**src/rtl/write_back_stage.sv**
```systemverilog
// Registered write-back stage: latches the MEM/WB bundle, selects the result
// source, extracts and extends loads, and waits for late memory data.
//
// Ports:
//   CLK, RST            clock, asynchronous active-high reset
//   IN_VALID            MEM/WB bundle present this cycle
//   STALL, FLUSH        hazard hold (blocks capture), discard captured/pending
//   WB_SEL              result source: 00 ALU, 01 MEM, 10 LINK, 11 IMM
//   REG_WRITE, DEST_REG instruction write enable and destination index
//   ALU_RESULT, READ_DATA, LINK_ADDR, IMM_VALUE   candidate results
//   READ_VALID          READ_DATA valid this cycle
//   LOAD_SIZE, LOAD_UNSIGNED, BYTE_OFFSET         load extraction controls
//   WRITE_EN, WRITE_REG, WRITE_DATA               register-file write port
//   WB_BUSY             waiting on memory; upstream must hold
module write_back_stage #(
    parameter int DATA_WIDTH       = 32,
    parameter int ADDR_WIDTH       = 5,
    parameter bit ZERO_REG_DISCARD = 1'b1
) (
    input  logic                  CLK,
    input  logic                  RST,
    input  logic                  IN_VALID,
    input  logic                  STALL,
    input  logic                  FLUSH,
    input  logic [1:0]            WB_SEL,
    input  logic                  REG_WRITE,
    input  logic [ADDR_WIDTH-1:0] DEST_REG,
    input  logic [DATA_WIDTH-1:0] ALU_RESULT,
    input  logic [DATA_WIDTH-1:0] READ_DATA,
    input  logic                  READ_VALID,
    input  logic [DATA_WIDTH-1:0] LINK_ADDR,
    input  logic [DATA_WIDTH-1:0] IMM_VALUE,
    input  logic [1:0]            LOAD_SIZE,
    input  logic                  LOAD_UNSIGNED,
    input  logic [1:0]            BYTE_OFFSET,
    output logic                  WRITE_EN,
    output logic [ADDR_WIDTH-1:0] WRITE_REG,
    output logic [DATA_WIDTH-1:0] WRITE_DATA,
    output logic                  WB_BUSY
);

    typedef enum logic {
        S_IDLE,
        S_WAIT_MEM
    } state_t;

    state_t                state_q, state_d;
    logic                  wen_q, wen_d;
    logic [ADDR_WIDTH-1:0] wreg_q, wreg_d;
    logic [DATA_WIDTH-1:0] wdata_q, wdata_d;

    logic [ADDR_WIDTH-1:0] pdest_q, pdest_d;
    logic                  prw_q, prw_d;
    logic [1:0]            psize_q, psize_d;
    logic                  puns_q, puns_d;
    logic [1:0]            poff_q, poff_d;

    logic                  capture;
    logic [DATA_WIDTH-1:0] sel_result;

    function automatic logic [DATA_WIDTH-1:0] extend(
        input logic [DATA_WIDTH-1:0] d,
        input logic [1:0]            sz,
        input logic                  uns,
        input logic [1:0]            off
    );
        logic [31:0]           w;
        logic [7:0]            b;
        logic [15:0]           h;
        logic [DATA_WIDTH-1:0] r;
        w = d[31:0];
        b = w[{off, 3'b000} +: 8];
        h = w[{off[1], 4'b0000} +: 16];
        // Fill with the sign bit first, then overlay the field.
        unique case (sz)
            2'b00: begin
                r       = {DATA_WIDTH{~uns & b[7]}};
                r[7:0]  = b;
            end
            2'b01: begin
                r       = {DATA_WIDTH{~uns & h[15]}};
                r[15:0] = h;
            end
            default: begin
                r       = {DATA_WIDTH{~uns & w[31]}};
                r[31:0] = w;
            end
        endcase
        return r;
    endfunction

    function automatic logic wr_ok(
        input logic                  rw,
        input logic [ADDR_WIDTH-1:0] dst
    );
        return rw & ~(ZERO_REG_DISCARD & (dst == '0));
    endfunction

    assign capture = IN_VALID & ~STALL & ~FLUSH & (state_q == S_IDLE);

    always_comb begin
        sel_result = ALU_RESULT;
        unique case (WB_SEL)
            2'b00:   sel_result = ALU_RESULT;
            2'b01:   sel_result = extend(READ_DATA, LOAD_SIZE,
                                         LOAD_UNSIGNED, BYTE_OFFSET);
            2'b10:   sel_result = LINK_ADDR;
            default: sel_result = IMM_VALUE;
        endcase
    end

    always_comb begin
        state_d = state_q;
        wen_d   = 1'b0;
        wreg_d  = wreg_q;
        wdata_d = wdata_q;
        pdest_d = pdest_q;
        prw_d   = prw_q;
        psize_d = psize_q;
        puns_d  = puns_q;
        poff_d  = poff_q;
        unique case (state_q)
            S_IDLE: begin
                if (capture) begin
                    if (WB_SEL == 2'b01 && !READ_VALID) begin
                        state_d = S_WAIT_MEM;
                        pdest_d = DEST_REG;
                        prw_d   = REG_WRITE;
                        psize_d = LOAD_SIZE;
                        puns_d  = LOAD_UNSIGNED;
                        poff_d  = BYTE_OFFSET;
                    end else begin
                        wen_d   = wr_ok(REG_WRITE, DEST_REG);
                        wreg_d  = DEST_REG;
                        wdata_d = sel_result;
                    end
                end
            end
            default: begin
                // FLUSH wins over a same-cycle READ_VALID.
                if (FLUSH) begin
                    state_d = S_IDLE;
                end else if (READ_VALID) begin
                    state_d = S_IDLE;
                    wen_d   = wr_ok(prw_q, pdest_q);
                    wreg_d  = pdest_q;
                    wdata_d = extend(READ_DATA, psize_q, puns_q, poff_q);
                end
            end
        endcase
    end

    always_ff @(posedge CLK or posedge RST) begin
        if (RST) begin
            state_q <= S_IDLE;
            wen_q   <= 1'b0;
            wreg_q  <= '0;
            wdata_q <= '0;
            pdest_q <= '0;
            prw_q   <= 1'b0;
            psize_q <= 2'b00;
            puns_q  <= 1'b0;
            poff_q  <= 2'b00;
        end else begin
            state_q <= state_d;
            wen_q   <= wen_d;
            wreg_q  <= wreg_d;
            wdata_q <= wdata_d;
            pdest_q <= pdest_d;
            prw_q   <= prw_d;
            psize_q <= psize_d;
            puns_q  <= puns_d;
            poff_q  <= poff_d;
        end
    end

    assign WRITE_EN   = wen_q;
    assign WRITE_REG  = wreg_q;
    assign WRITE_DATA = wdata_q;
    assign WB_BUSY    = (state_q == S_WAIT_MEM);

endmodule
```
**config.mk**
```make
export PLATFORM = sky130hd
export DESIGN_NAME = write_back_stage
export DESIGN_NICKNAME = d
export VERILOG_FILES = /design/src/rtl/write_back_stage.sv
export SDC_FILE = /design/constraint.sdc
export NUM_CORES = 1
export LEC_CHECK = 0
export CAP_MARGIN = 40
export CORE_ASPECT_RATIO = 1.5
export CORE_MARGIN = 10
export CORE_UTILIZATION = 47
export CTS_BUF_LIST = sky130_fd_sc_hd__clkbuf_4 sky130_fd_sc_hd__clkbuf_8 sky130_fd_sc_hd__clkbuf_16
export DETAILED_ROUTE_END_ITERATION = 6
export GPL_ROUTABILITY_DRIVEN = 0
export GPL_TIMING_DRIVEN = 0
export HOLD_SLACK_MARGIN = 0.03
export MAX_ROUTING_LAYER = met4
export PLACE_DENSITY_LB_ADDON = 0.1
export SLEW_MARGIN = 20
export SYNTH_ARGS = -nofsm -noshare
export SYNTH_HDL_FRONTEND = slang
export SYNTH_SLANG_ARGS = --single-unit
```
**constraint.sdc**
```tcl
create_clock -name CLK -period 6.1 [get_ports CLK]
set_clock_uncertainty 0.15 [all_clocks]
set_input_delay 1.83 -clock CLK [delete_from_list [all_inputs] [get_ports CLK]]
set_output_delay 1.83 -clock CLK [all_outputs]
set_load 0.01 [all_outputs]
```
==> flow_summary.json, run 1 <==
{
  "achievable-frequency_mhz": 248.3,
  "drtAntennaViolNets": 0,
  "cp-startpoint": "FLUSH",
  "critical_path.max_stage_delay_ns": 0.57,
  "startpoint_type": "input port",
  "postLayoutSetupSlackWorst_ns": 2.073,
  "grt_antenna_before_repair": 0,
  "power_frac_clock_pct": 22.7,
  "grtUsageTotal_pct": 27.57,
  "holdWs_ns": 0.3438,
  "p_per_area_mw_per_mm2": 207.3,
  "syn_avg_cell_area_sq_um": 8.440,
  "crit_slowest_cell": "sky130_fd_sc_hd__a2111oi_0",
  "cts_tree": "yes",
  "die_height_um": 139.0,
  "syn-num-nets": 673,
  "most_frequent_cells_in_the_layout": "sky130_fd_sc_hd__clkdlybuf4s50_1, sky130_fd_sc_hd__nand2_1, sky130_fd_sc_hd__a21oi_1, sky130_fd_sc_hd__dfrtp_1, sky130_fd_sc_hd__o21ai_0",
  "maxCapViolCount": 0,
  "routedWlPerCell_um": 23.62,
  "n_antenna_cell": 0,
  "detail_route.first_pass.iterations": 6,
  "holdBufCountCts": 0,
  "drtIter0Drc": 508,
  "ys_async_sr_fraction_pct": 100.0,
  "die-width_um": 99.35,
  "cts_max_path_buffers": 2,
  "placed_cell_area_sq_mm": 0.006431,
  "viasPerCell": 6.517,
  "setup-tns-final_ns": 0,
  "status": "complete, no violations",
  "comb_power_share_pct": 44.7,
  "rr_startpoint": "WB_BUSY$_DFF_PP0_",
  "floorplan.die_area_sq_mm": 0.01381,
  "critPathMaxFanout": 8,
  "cp_data_arrival_time_ns": 4.12,
  "clock_tree.root_cell": "sky130_fd_sc_hd__clkbuf_16",
  "leakage_nw": 2.575,
  "synth-seq-cells": 50,
  "layout.cells.most_common": "sky130_fd_sc_hd__clkdlybuf4s50_1",
  "post_synth_num_cell_types": 51,
  "fraction_of_power_consumed_by_sequential_logic_pct": 32.7,
  "postLayoutCellArea_sq_mm": 0.006588,
  "seq_area_frac_synth_pct": 28.18,
  "cp-end-kind": "flop",
  "hpwlAfterDp_mm": 15.95,
  "synth_edf_count": 0,
  "h-tree-depth": 2,
  "route.detailed.drc": 0,
  "cts.repair_timing.setup_buffer_count": 0,
  "timing.slew.headroom_pct": 37.57,
  "cts_made_buffers": 5,
  "layout-area-overhead-vs-synth_pct": 48.39,
  "routed-via-count": 5409,
  "hold_path.startpoint": "WRITE_REG[1]$_DFFE_PP0P_",
  "final_layout_size_suffix_gt1_share_pct": 10.17,
  "timing.critical_path.cells": "clkdlybuf4s50_1 > nor3_1 > o21ai_1 > a2111oi_0 > a211o_1",
  "core-area_sq_mm": 0.009254,
  "floorplan.io_pins": 186,
  "final_nets": 864,
  "clkSinkCount": 50,
  "grt_setup_unrepaired": "false",
  "grt_start_max_net_pins": 31,
  "drt-total-wl_mm": 19.61,
  "hp-class": "flop to flop",
  "ys.warnings.count": 0,
  "transition_time_at_the_pin_with_the_least_slew_margin_ns": 0.9303,
  "hold_viol_final": 0,
  "timing.setup.critical_path_class": "input port to flop",
  "io_buffer_count": 183,
  "netlist_area_sq_mm": 0.004439,
  "timing.final.setup_violations": 0,
  "overflow": 0,
  "intPower_w": 0.0008883,
  "wire_length_of_the_first_global_routing_pass_mm": 29.75,
  "row_count": 43,
  "power.ir.vdd_worst_uv": 135.6,
  "worst-endpoint-required_ns": 6.20,
  "clkLatencyLatePin_ns": 0.31,
  "clk_pin_slew_ns": 0.07,
  "net-switching-power_w": 0.0004771,
  "power.switching_fraction_pct": 34.94,
  "timing_max_transition_violations_final": 0,
  "synthFlopType": "sky130_fd_sc_hd__dfrtp_1",
  "cells_resized_by_post_cts_repair": 0,
  "syn-instance-count": 526,
  "final_min_period_over_clock_period_pct": 66.01,
  "timing.final.crit_period_ns": 4.027,
  "first_global_vias": 5561,
  "initial_core_util_pct": 47.97,
  "dpl_worst_slack_ns": 1.853
}
[stage by stage]
step	total power (W)	std cells	utilization (%)
after floorplan	0.0007330	526	-
after global placement	0.001035	821	69.28
after detailed placement	0.001053	822	69.50
after CTS	0.001361	830	71.19
after global routing	0.001428	830	71.19
final	0.001365	830	71.19
[sequential cells by signal, summed over array words and instances, names as in the netlist]
signal	cells
poff_q	2
pdest_q	5
prw_q	1
WRITE_DATA	32
WRITE_REG	5
psize_q	2
puns_q	1
WB_BUSY	1
WRITE_EN	1
[critical path, delay by kind of cell]
kind,cells,cell delay (ns)
compound gates,3,1.23
buf+inv,1,0.52
simple gates,1,0.54
[routing by layer]
layer / vias up / wire [um] / global-route usage (%)
met5: - / 0 / -
met4: 0 / 1310 / 16.88
met3: 105 / 1894 / 6.284
met2: 359 / 9729 / 46.42
met1: 2553 / 6672 / 28.17
li1: 2392 / - / -
[path summary, 6_finish.rpt]
kind                                                    to  slack, ns  depth (start not counted)
worst min register to register    WRITE_REG[1]$_DFFE_PP0P_       0.34                          2
worst min-delay path              WRITE_REG[1]$_DFFE_PP0P_       0.34                          2
max in group asynchronous       WRITE_DATA[24]$_DFFE_PP0P_       3.53                          3
worst max-delay path             WRITE_DATA[8]$_DFFE_PP0P_       2.07                          5
min in group asynchronous           pdest_q[0]$_DFFE_PP0P_       1.72                          2
worst max register to register   WRITE_DATA[8]$_DFFE_PP0P_       3.42                          5
[kinds of logic (layout without fill, tap and decap cells)]
logic type / after synthesis / count (layout) / synth area share, %
simple gates: 153 / 153 / 17.56
buf+inv: 56 / 248 / 5.496
flops: 50 / 50 / 28.18
compound gates: 204 / 204 / 31.93
mux: 63 / 63 / 16.83
[power groups by stage]
stage	logic [W]	registers [W]	clock network (W)
finish	0.000610	0.000446	0.000310
global route	0.000648	0.000454	0.000325
CTS	0.000605	0.000445	0.000311
detailed placement	0.000602	0.000451	0
global placement	0.000588	0.000447	0
floorplan	0.000263	0.000470	0
[final cells by class]
| type | count | area, sq um |
|---|---|---|
| buffer | 47 | 210.2 |
| clock buffer | 6 | 138.9 |
| clock inverter | 2 | 17.52 |
| fill | 805 | 2666 |
| inverter | 9 | 33.78 |
| multi-input combinational | 420 | 2944 |
| sequential | 50 | 1251 |
| tap | 112 | 140.1 |
| timing repair buffer | 184 | 1852 |
[synthesized netlist by cell type (6+ instances only)]
cell	instances	area [sq um]
sky130_fd_sc_hd__a2111oi_0	7	61.31
sky130_fd_sc_hd__a211oi_1	19	142.6
sky130_fd_sc_hd__a21oi_1	53	265.3
sky130_fd_sc_hd__a221o_1	18	180.2
sky130_fd_sc_hd__a32oi_1	6	52.55
sky130_fd_sc_hd__and3b_1	6	52.55
sky130_fd_sc_hd__buf_2	15	75.07
sky130_fd_sc_hd__clkbuf_1	29	108.9
sky130_fd_sc_hd__dfrtp_1	50	1251
sky130_fd_sc_hd__inv_1	9	33.78
sky130_fd_sc_hd__mux2_2	20	225.2
sky130_fd_sc_hd__mux2i_1	36	360.4
sky130_fd_sc_hd__mux4_2	6	135.1
sky130_fd_sc_hd__nand2_1	54	202.7
sky130_fd_sc_hd__nand2b_1	8	50.05
sky130_fd_sc_hd__nor2_1	32	120.1
sky130_fd_sc_hd__nor2b_1	14	87.58
sky130_fd_sc_hd__nor3_1	6	30.03
sky130_fd_sc_hd__o21ai_0	38	190.2
sky130_fd_sc_hd__o221ai_1	7	61.31
sky130_fd_sc_hd__o22ai_1	8	50.05
sky130_fd_sc_hd__o2bb2ai_1	14	122.6
sky130_fd_sc_hd__or2_2	15	93.84
Note: power is estimated with default switching activity, not from simulation.
==> run 2: changes to the inputs <==
--- a/config.mk
+++ b/config.mk
@@ -8,7 +8,7 @@
 export CAP_MARGIN = 40
 export CORE_ASPECT_RATIO = 1.5
 export CORE_MARGIN = 10
-export CORE_UTILIZATION = 47
+export CORE_UTILIZATION = 40
 export CTS_BUF_LIST = sky130_fd_sc_hd__clkbuf_4 sky130_fd_sc_hd__clkbuf_8 sky130_fd_sc_hd__clkbuf_16
 export DETAILED_ROUTE_END_ITERATION = 6
 export GPL_ROUTABILITY_DRIVEN = 0
==> constraint.sdc (replaced) <==
create_clock -name CLK -period 3.6 [get_ports CLK]
set_clock_uncertainty 0.15 [all_clocks]
set_input_delay 1.08 -clock CLK [delete_from_list [all_inputs] [get_ports CLK]]
set_output_delay 1.08 -clock CLK [all_outputs]
set_load 0.01 [all_outputs]
==> run 2 against run 1 <==
Total power is 69% higher. Sequential share of layout area is 0.12 points lower. Register-to-register slack worse by 2.4 ns. Largest power group unchanged. Critical endpoint is now WRITE_DATA[25]$_DFFE_PP0P_. Wire length is 1.9% higher. Non-clock buffer count stayed put. Global-route usage is 3.0 points lower. Clock power is 65% higher. Core utilization is 11 points lower. Setup slack worse by 1.8 ns. Die area is 14% higher. First-iteration DRC count is 0.20% lower. Combinational power is 69% higher.
==> flow_summary.json, run 2 (synthesized netlist as in run 1, its figures left out) <==
{
  "leakage_nw": 2.572,
  "hp-class": "flop to flop",
  "holdBufCountCts": 0,
  "critPathMaxFanout": 10,
  "timing.hold.worst_endpoint": "WRITE_REG[4]$_DFFE_PP0P_",
  "timing.final.setup_violations": 0,
  "routedWlPerCell_um": 23.09,
  "worst_hold_path.num_cells": 2,
  "most_frequent_cells_in_the_layout": "sky130_fd_sc_hd__clkdlybuf4s50_1, sky130_fd_sc_hd__nand2_1, sky130_fd_sc_hd__a21oi_1, sky130_fd_sc_hd__dfrtp_1, sky130_fd_sc_hd__o21ai_0",
  "n_antenna_cell": 0,
  "detail_route.first_pass.iterations": 5,
  "largest_register_ffs": 32,
  "maxCapViolCount": 0,
  "drt-total-wl_mm": 19.98,
  "clk_pin_slew_ns": 0.07,
  "postLayoutCellArea_sq_mm": 0.006630,
  "io_buffer_count": 183,
  "rrSetupSlack_ns": 1.02,
  "initial_core_util_pct": 40.59,
  "layout-area-overhead-vs-synth_pct": 49.35,
  "power_w": 0.002306,
  "timing.slew.headroom_pct": 42.29,
  "cts.repair_timing.setup_buffer_count": 0,
  "floorplan.io_pins": 186,
  "setup-tns-final_ns": 0,
  "route.detailed.drc": 0,
  "drtIter0Drc": 507,
  "grt_setup_unrepaired": "false",
  "core-area_sq_mm": 0.01094,
  "grtUsageTotal_pct": 24.62,
  "clkLatencyLatePin_ns": 0.30,
  "worst-endpoint-required_ns": 3.69,
  "grt_start_max_net_pins": 31,
  "final_min_period_over_clock_period_pct": 92.54,
  "timing.setup.critical_path_class": "input port to flop",
  "cells_resized_by_post_cts_repair": 0,
  "clock_tree.root_cell": "sky130_fd_sc_hd__clkbuf_16",
  "placed_cell_area_sq_mm": 0.006475,
  "power.ir.vdd_worst_uv": 256.8,
  "clkSinkCount": 50,
  "final_layout_size_suffix_gt1_share_pct": 10.17,
  "wire_length_of_the_first_global_routing_pass_mm": 29.95,
  "p_per_area_mw_per_mm2": 347.8,
  "row_count": 47,
  "cts_max_path_buffers": 2,
  "final_nets": 864,
  "overflow": 0,
  "layout.cells.most_common": "sky130_fd_sc_hd__clkdlybuf4s50_1",
  "rr_worst_depth": 5,
  "drtAntennaViolNets": 0,
  "startpoint_type": "input port",
  "achievable-frequency_mhz": 300.2,
  "die_height_um": 149.0,
  "holdWs_ns": 0.3442,
  "viasPerCell": 6.121,
  "die-width_um": 106.0,
  "rr_startpoint": "WB_BUSY$_DFF_PP0_",
  "cts_made_buffers": 5,
  "timing.final.crit_period_ns": 3.332,
  "routed-via-count": 5295,
  "cts_tree": "yes",
  "cp-end-kind": "flop",
  "floorplan.die_area_sq_mm": 0.01580,
  "hpwlAfterDp_mm": 16.41,
  "first_global_vias": 5531,
  "transition_time_at_the_pin_with_the_least_slew_margin_ns": 0.8598,
  "hold_path.startpoint": "WRITE_REG[4]$_DFFE_PP0P_",
  "status": "complete, no violations",
  "crit-reg2reg-capture": "WRITE_DATA[12]$_DFFE_PP0P_",
  "hold_viol_final": 0,
  "timing_max_transition_violations_final": 0,
  "h-tree-depth": 2,
  "grt_antenna_before_repair": 0,
  "cp_data_arrival_time_ns": 3.42
}
run 2: layer usage:
metal	track usage (%)	part of all wire, %
met5	-	0
met4	11.75	5.4
met3	4.628	8.0
met2	43.42	51
met1	25.78	36
run 2: worst max-delay path, stage by stage:
cell                              delay, ns
sky130_fd_sc_hd__clkdlybuf4s50_1       0.60
sky130_fd_sc_hd__or3b_2                0.49
sky130_fd_sc_hd__o22ai_1               0.44
sky130_fd_sc_hd__o31a_1                0.26
sky130_fd_sc_hd__o311a_4               0.25
sky130_fd_sc_hd__buf_6                 0.15
sky130_fd_sc_hd__a221o_1               0.15
run 2: per-stage QoR:
| step | std cells | utilization [%] | setup WS (ns) |
|---|---|---|---|
| final | 865 | 60.62 | 0.2685 |
| after global routing | 865 | 60.62 | 0.2192 |
| after CTS | 865 | 60.62 | 0.3061 |
| after detailed placement | 857 | 59.20 | 0.01209 |
| after global placement | 856 | 59.01 | 0.03932 |
| after floorplan | 526 | - | 0.8853 |
run 2: worst max path at each step:
stage,start,end,slack (ns),cells past startpoint
2_1_floorplan,WB_SEL[1],WRITE_DATA[17]$_DFFE_PP0P_,0.89,8
3_3_place_gp,BYTE_OFFSET[1],WRITE_DATA[17]$_DFFE_PP0P_,0.04,7
3_5_place_dp,BYTE_OFFSET[1],WRITE_DATA[25]$_DFFE_PP0P_,0.01,7
4_1_cts,BYTE_OFFSET[1],WRITE_DATA[25]$_DFFE_PP0P_,0.31,7
5_1_grt,WB_SEL[0],WRITE_DATA[5]$_DFFE_PP0P_,0.22,7
6_report,BYTE_OFFSET[1],WRITE_DATA[25]$_DFFE_PP0P_,0.27,7
run 2: power by group:
group / leakage (nW) / total [W] / switching, W / internal [W]
Sequential: 0.625 / 0.000762 / 0.0000823 / 0.000680
Clock: 0.0735 / 0.000512 / 0.000232 / 0.000280
Combinational: 1.87 / 0.00103 / 0.000487 / 0.000545
Total: 2.57 / 0.00231 / 0.000802 / 0.00150
run 2: cell type report:
class	count	area [sq um]
Buffer	47	210.2
Clock buffer	6	138.9
Clock inverter	2	16.27
Fill cell	1024	4308
Inverter	9	33.78
Multi-Input combinational cell	420	2944
Sequential cell	50	1251
Tap cell	147	183.9
Timing Repair Buffer	184	1852
